<file path="config.mk">
export PLATFORM = sky130hd
export DESIGN_NAME = uart_tx
export DESIGN_NICKNAME = d
export VERILOG_FILES = /design/src/rtl/uart_pkg.sv /design/src/rtl/uart_tx_bit_timer.sv /design/src/rtl/uart_tx.sv
export SDC_FILE = /design/constraint.sdc
export NUM_CORES = 1
export LEC_CHECK = 0
export ABC_AREA = 1
export ABC_CLOCK_PERIOD_IN_PS = 5200
export BUFFER_PORTS_ARGS = -buffer_cell sky130_fd_sc_hd__buf_4
export CORE_MARGIN = 2
export CORE_UTILIZATION = 54
export DETAILED_ROUTE_END_ITERATION = 7
export PLACE_DENSITY = 0.81
export REMOVE_ABC_BUFFERS = 1
export SETUP_SLACK_MARGIN = 0.15
export SLEW_MARGIN = 20
export SYNTH_ARGS = -nofsm -noshare
export SYNTH_HDL_FRONTEND = slang
export SYNTH_HIERARCHICAL = 1
export SYNTH_SLANG_ARGS = --single-unit
</file>
<file path="constraint.sdc">
create_clock -name clk -period 5.2 [get_ports clk]
set_clock_uncertainty 0.2 [all_clocks]
set_input_delay 0.26 -clock clk [delete_from_list [all_inputs] [get_ports clk]]
set_output_delay 0.26 -clock clk [all_outputs]
set_load 0.05 [all_outputs]
</file>
<file path="src/rtl/uart_pkg.sv">
// Shared UART definitions: frame FSM states, default widths and line idle level.
// Used by both the transmitter and the receiver FSMs.
package uart_pkg;

  localparam int DATA_WIDTH_DEF  = 8;
  localparam int PRESC_WIDTH_DEF = 6;

  // Level driven on the serial line when no frame is in flight.
  localparam logic LINE_IDLE = 1'b1;

  typedef enum logic [2:0] {
    IDLE   = 3'd0,
    START  = 3'd1,
    DATA   = 3'd2,
    PARITY = 3'd3,
    STOP   = 3'd4
  } uart_state_e;

endpackage : uart_pkg

</file>
<file path="src/rtl/uart_tx_bit_timer.sv">
// Bit timer for the UART transmitter: an edge counter that wraps every
// Prescale clocks (0 treated as 1) and a bit counter advanced on each wrap.
module uart_tx_bit_timer #(
  parameter int PRESC_WIDTH = 6
) (
  input  logic                   clk,
  input  logic                   RST,
  input  logic                   i_en,
  input  logic                   i_bit_en,
  input  logic [PRESC_WIDTH-1:0] i_presc,
  output logic                   o_bit_done,
  output logic [3:0]             o_bit_cnt
);

  logic [PRESC_WIDTH-1:0] r_edge_cnt;
  logic [PRESC_WIDTH-1:0] w_last_edge;
  logic [3:0]             r_bit_cnt;

  // A prescale of 0 behaves like 1, so the last edge index is 0 in both cases.
  assign w_last_edge = (i_presc == '0) ? '0 : (i_presc - PRESC_WIDTH'(1));
  assign o_bit_done  = i_en && (r_edge_cnt == w_last_edge);
  assign o_bit_cnt   = r_bit_cnt;

  // Edge counter: runs while enabled, restarts at 0 after each bit period.
  always_ff @(posedge clk or negedge RST) begin
    if (!RST) begin
      r_edge_cnt <= '0;
    end else if (!i_en || o_bit_done) begin
      r_edge_cnt <= '0;
    end else begin
      r_edge_cnt <= r_edge_cnt + PRESC_WIDTH'(1);
    end
  end

  // Bit counter: held at 0 outside the data phase, counts completed data bits.
  always_ff @(posedge clk or negedge RST) begin
    if (!RST) begin
      r_bit_cnt <= '0;
    end else if (!i_bit_en) begin
      r_bit_cnt <= '0;
    end else if (o_bit_done) begin
      r_bit_cnt <= r_bit_cnt + 4'd1;
    end
  end

endmodule : uart_tx_bit_timer

</file>
<file path="src/rtl/uart_tx.sv">
// UART transmitter: accepts a byte on a one-cycle strobe and sends it LSB-first
// as start bit, data bits, optional parity bit and one stop bit. TX_OUT and
// Busy are registered and take the value of the state being entered.
module uart_tx
  import uart_pkg::*;
#(
  parameter int DATA_WIDTH  = DATA_WIDTH_DEF,
  parameter int PRESC_WIDTH = PRESC_WIDTH_DEF
) (
  input  logic                   clk,
  input  logic                   RST,
  input  logic [DATA_WIDTH-1:0]  P_DATA,
  input  logic                   Data_Valid,
  input  logic                   PAR_EN,
  input  logic                   PAR_TYP,
  input  logic [PRESC_WIDTH-1:0] Prescale,
  output logic                   TX_OUT,
  output logic                   Busy
);

  localparam logic [3:0] LAST_BIT = 4'(DATA_WIDTH - 1);

  uart_state_e            r_state;
  uart_state_e            w_state_nxt;
  logic                   r_tx;
  logic                   w_tx_nxt;
  logic                   r_busy;
  logic                   w_busy_nxt;
  logic                   w_accept;
  logic                   w_shift;
  logic [DATA_WIDTH-1:0]  r_shreg;
  logic [DATA_WIDTH-1:0]  w_shreg_sh;
  logic                   r_par_bit;
  logic                   r_par_en;
  logic [PRESC_WIDTH-1:0] r_presc;
  logic                   w_bit_done;
  logic [3:0]             w_bit_cnt;

  // Parity bit for the frame: even parity yields XOR of data, odd inverts it.
  function automatic logic frame_parity(input logic [DATA_WIDTH-1:0] d,
                                        input logic                  odd);
    return (^d) ^ odd;
  endfunction

  assign w_shreg_sh = r_shreg >> 1;
  assign TX_OUT     = r_tx;
  assign Busy       = r_busy;

  uart_tx_bit_timer #(
    .PRESC_WIDTH (PRESC_WIDTH)
  ) u_bit_timer (
    .clk        (clk),
    .RST        (RST),
    .i_en       (r_state != IDLE),
    .i_bit_en   (r_state == DATA),
    .i_presc    (r_presc),
    .o_bit_done (w_bit_done),
    .o_bit_cnt  (w_bit_cnt)
  );

  // State register.
  always_ff @(posedge clk or negedge RST) begin
    if (!RST) begin
      r_state <= IDLE;
    end else begin
      r_state <= w_state_nxt;
    end
  end

  // Next state plus the line/busy values belonging to that next state.
  always_comb begin
    w_state_nxt = r_state;
    w_tx_nxt    = r_tx;
    w_busy_nxt  = r_busy;
    w_accept    = 1'b0;
    w_shift     = 1'b0;
    case (r_state)
      IDLE: begin
        w_tx_nxt   = LINE_IDLE;
        w_busy_nxt = 1'b0;
        if (Data_Valid) begin
          w_accept    = 1'b1;
          w_state_nxt = START;
          w_tx_nxt    = 1'b0;
          w_busy_nxt  = 1'b1;
        end
      end
      START: begin
        if (w_bit_done) begin
          w_state_nxt = DATA;
          w_tx_nxt    = r_shreg[0];
        end
      end
      DATA: begin
        if (w_bit_done) begin
          if (w_bit_cnt == LAST_BIT) begin
            if (r_par_en) begin
              w_state_nxt = PARITY;
              w_tx_nxt    = r_par_bit;
            end else begin
              w_state_nxt = STOP;
              w_tx_nxt    = LINE_IDLE;
            end
          end else begin
            w_shift  = 1'b1;
            w_tx_nxt = w_shreg_sh[0];
          end
        end
      end
      PARITY: begin
        if (w_bit_done) begin
          w_state_nxt = STOP;
          w_tx_nxt    = LINE_IDLE;
        end
      end
      STOP: begin
        if (w_bit_done) begin
          w_state_nxt = IDLE;
          w_tx_nxt    = LINE_IDLE;
          w_busy_nxt  = 1'b0;
        end
      end
      default: begin
        w_state_nxt = IDLE;
        w_tx_nxt    = LINE_IDLE;
        w_busy_nxt  = 1'b0;
      end
    endcase
  end

  // Registered serial line and busy flag.
  always_ff @(posedge clk or negedge RST) begin
    if (!RST) begin
      r_tx   <= LINE_IDLE;
      r_busy <= 1'b0;
    end else begin
      r_tx   <= w_tx_nxt;
      r_busy <= w_busy_nxt;
    end
  end

  // Frame settings latched on accept; the shift register drops one bit per data bit.
  always_ff @(posedge clk or negedge RST) begin
    if (!RST) begin
      r_shreg   <= '0;
      r_par_bit <= 1'b0;
      r_par_en  <= 1'b0;
      r_presc   <= '0;
    end else if (w_accept) begin
      r_shreg   <= P_DATA;
      r_par_bit <= frame_parity(P_DATA, PAR_TYP);
      r_par_en  <= PAR_EN;
      r_presc   <= Prescale;
    end else if (w_shift) begin
      r_shreg   <= w_shreg_sh;
    end
  end

endmodule : uart_tx

</file>
==> out/qor.txt <==
max frequency: 0.3732 GHz
Mapped Cells: 285
leading area contributor after synthesis: dfrtp_1
largest net degree at the start of global routing: 32
Core Util, Final: 65.60%
slew margin rel.: 73.95%
number of flops mapped to enable cells by yosys: 0
most instantiated cells after synthesis: nand2_1, inv_1, dfrtp_1, nand3_1, nor2_1
P per Cell Area: 541.1 nW/um^2
Vias: 1826
clock slew at reported path FFs: 0.06 ns
Worst EP arrival: 2.66 ns
residual DRC count: 0
register area share after synthesis: 38.31%
Max IR drop VDD: 0.3327 mV
FFs w/ async S/R, synth: 100.0%
endpoints failing hold: 1
Clock Latency Late Sink: 0.29 ns
Congestion Overflow GR: 0
worst hold stages: 3
Distinct cells, synth: 28
share of cells above drive strength 1: 17.98%
Final Critical Period: 2.680 ns
vias in the first global route: 1667
Die Wd: 65.29 um
Leak Pwr: 1.290 nW
internal power: 0.6857 mW
Worst Hold Class: input port to flop
failing checks: negative hold slack
die area: 4262 sq um
CTS tree: yes
switching share of power: 46.84%
htree depth: 2
Critical Path, Cell by Cell: inv_1 -> ha_1 -> inv_1 -> nor2_1 -> nor2_1 -> nand2_1 -> nand2_1 -> nand2_1 -> nand2_1 -> nor2_1 -> nand3_2 -> inv_1 -> inv_1 -> nand3_1 -> nand2_1 -> nor2_2 -> nand2_1 -> o21a_1
Initial Utilization: 55.82%
RSZ-0062 raised after global routing: false
most frequent cell after synthesis: nand2_1
Hold Startpoint: PAR_EN
Worst Hold End: r_par_en$_DFFE_PN0P_
critical path class: flop to flop
Critical Path End Type: flop
Max Slew Vio Count: 0
Max-cap violations: 0
diode count: 0
delay-heaviest family, CP: simple AND/OR/NAND/NOR gates
Slowest cell on crit path: dfrtp_1
DRT Pass-1 Iters: 6
nets: 338
sw power: 0.6041 mW
combinational power share: 52.2%
CTS Buf Count: 5
yosys warns: 6
Final Wtd Congestion: 0.8474
Rows: 22
Mean Syn Cell Area: 7.116 sq um
setup TNS: 0 ns
DP HPWL: 2835 um
Die Height: 65.29 um
status: finished, violations left
largest cells by area after synthesis: dfrtp_1, nand2_1, nand3_1
Core Area: 3633 sq um
drt total wl: 3956 um
Startpoint Class: flop
DRT iter0 DRCs: 83
Reg-to-Reg Start: r_presc[0]$_DFFE_PN0P_
R2R depth: 18
CP peak stage delay: 0.39 ns
CTS Buffer Depth: 2
Sink Count: 31
area grow syn2layout: 17.52%
Crit path required time: 5.18 ns
post-route ant nets: 0
Clk pwr share: 16.4%
Final Cycle Share: 51.54%
Mapped Area: 2028 sq um
Main synth FF type: dfrtp_1
IO buf count: 20
Hold WS: -0.00001174 ns
Worst R2R End: r_state[2]$_DFFE_PN0P_
GRT Overall Usage: 21.64%
Post-DP Area: 2203 sq um
Crit Path Max Fanout: 6
Flop pwr share: 31.4%
WP buf/inv: 4
IO Pins: 21
DR vias/cell: 5.003
most used cell, CP: nand2_1
Slew @ Worst Pin: 0.3908 ns
R2R Setup Slk: 2.52 ns
first-pass GRT wire length: 7038 um
share of the synthesized area in the top cell type: 37.01%
wire per inst: 10.84 um
synthesized flop and latch total: 31
clock root cell: clkbuf_8
Setup Viol. Count Final: 0
initial antenna violation count: 0
post-route cell area: 2384 sq um
[sequential cells by signal, summed over array words and instances (netlist names)]
| register | flops |
|---|---|
| r_shreg | 8 |
| r_presc | 6 |
| u_bit_timer/r_edge_cnt | 6 |
| u_bit_timer/o_bit_cnt | 4 |
| r_state | 3 |
| Busy | 1 |
| TX_OUT | 1 |
| r_par_bit | 1 |
| r_par_en | 1 |
[layout make-up]
| cell class | instances | area, sq um |
|---|---|---|
| clock buffer | 8 | 100.1 |
| fill | 323 | 1250 |
| inverter | 36 | 137.6 |
| multi-input combinational | 214 | 1079 |
| sequential | 31 | 777.0 |
| tap | 48 | 60.06 |
| timing repair buffer | 28 | 230.2 |
[worst reg2reg max path, cell delays in order, from the launching register on]
cell and delay (ns):
dfrtp_1 0.39, inv_1 0.16, ha_1 0.26, inv_1 0.06
nor2_1 0.12, nor2_1 0.06, nand2_1 0.11, nand2_1 0.09
nand2_1 0.06, nand2_1 0.04, nor2_1 0.14, nand3_2 0.15
inv_1 0.14, inv_1 0.06, nand3_1 0.12, nand2_1 0.08
nor2_2 0.17, nand2_1 0.08, o21a_1 0.10
[timing repair]
item	4_1_cts	5_1_grt
endpoints found under the hold margin	37	0
gates resized for setup	0	0
hold buffers	8	0
setup buffers	0	0
[kinds of logic (layout without fill, tap and decap cells)]
group	after synthesis	in the layout	synth area share (%)
adders and majority gates	3	3	1.851
and+or+nand+nor	182	182	42.20
buffers and inverters	40	72	8.513
DFF	31	31	38.31
AOI/OAI and AO/OA	23	23	6.540
xor gates and xnor gates	6	6	2.591
[cell usage in the layout, fill, tap and decap left out, drive strengths merged]
| cell type | Yosys | layout |
|---|---|---|
| nand2 | 109 | 109 |
| inv | 36 | 36 |
| nor2 | 34 | 34 |
| dfrtp | 30 | 30 |
| nand3 | 28 | 28 |
| buf | 4 | 20 |
| o21ai | 15 | 15 |
| dlygate4sd3 | 0 | 8 |
| clkbuf | 0 | 8 |
| xor2 | 6 | 6 |
| nand4 | 6 | 6 |
| a21oi | 6 | 6 |
| nor3 | 3 | 3 |
| ha | 3 | 3 |
| nand3b | 2 | 2 |
| dfstp | 1 | 1 |
| o2111ai | 1 | 1 |
| o21a | 1 | 1 |
[power groups by stage]
stage / clock network [mW] / logic [mW] / registers [mW]
after global routing: 0.227 / 0.775 / 0.418
after global placement: 0 / 0.647 / 0.407
final: 0.211 / 0.673 / 0.405
after detailed placement: 0 / 0.668 / 0.409
after floorplan: 0 / 0.517 / 0.415
after CTS: 0.216 / 0.676 / 0.405
[per-stage QoR]
step	total power, mW	setup WS (ns)	instances
2_1_floorplan	0.9326	2.799	281
4_1_cts	1.297	2.509	365
5_1_grt	1.420	2.159	365
3_3_place_gp	1.054	2.656	349
6_report	1.290	2.520	365
3_5_place_dp	1.076	2.533	349
[how the worst max path moves through the flow]
stage,startpoint,slack [ns],cells past startpoint,to
floorplan,r_presc[0]$_DFFE_PN0P_,2.80,18,r_state[2]$_DFFE_PN0P_
global placement,r_presc[0]$_DFFE_PN0P_,2.66,18,r_state[2]$_DFFE_PN0P_
detailed placement,r_presc[0]$_DFFE_PN0P_,2.53,18,r_state[2]$_DFFE_PN0P_
CTS,r_presc[0]$_DFFE_PN0P_,2.51,18,r_state[2]$_DFFE_PN0P_
global route,r_presc[0]$_DFFE_PN0P_,2.16,18,r_state[2]$_DFFE_PN0P_
finish,r_presc[0]$_DFFE_PN0P_,2.52,18,r_state[2]$_DFFE_PN0P_
[per-layer routing]
metal  GRT usage (%)  routed length [um]  part of all wire [%]
met1           26.58                1822                    46
met2           35.84                1916                    48
met3           5.479                 146                   3.7
met4           9.635                  70                   1.8
met5               0                   0                     0
(Power assumes the default switching activity.)
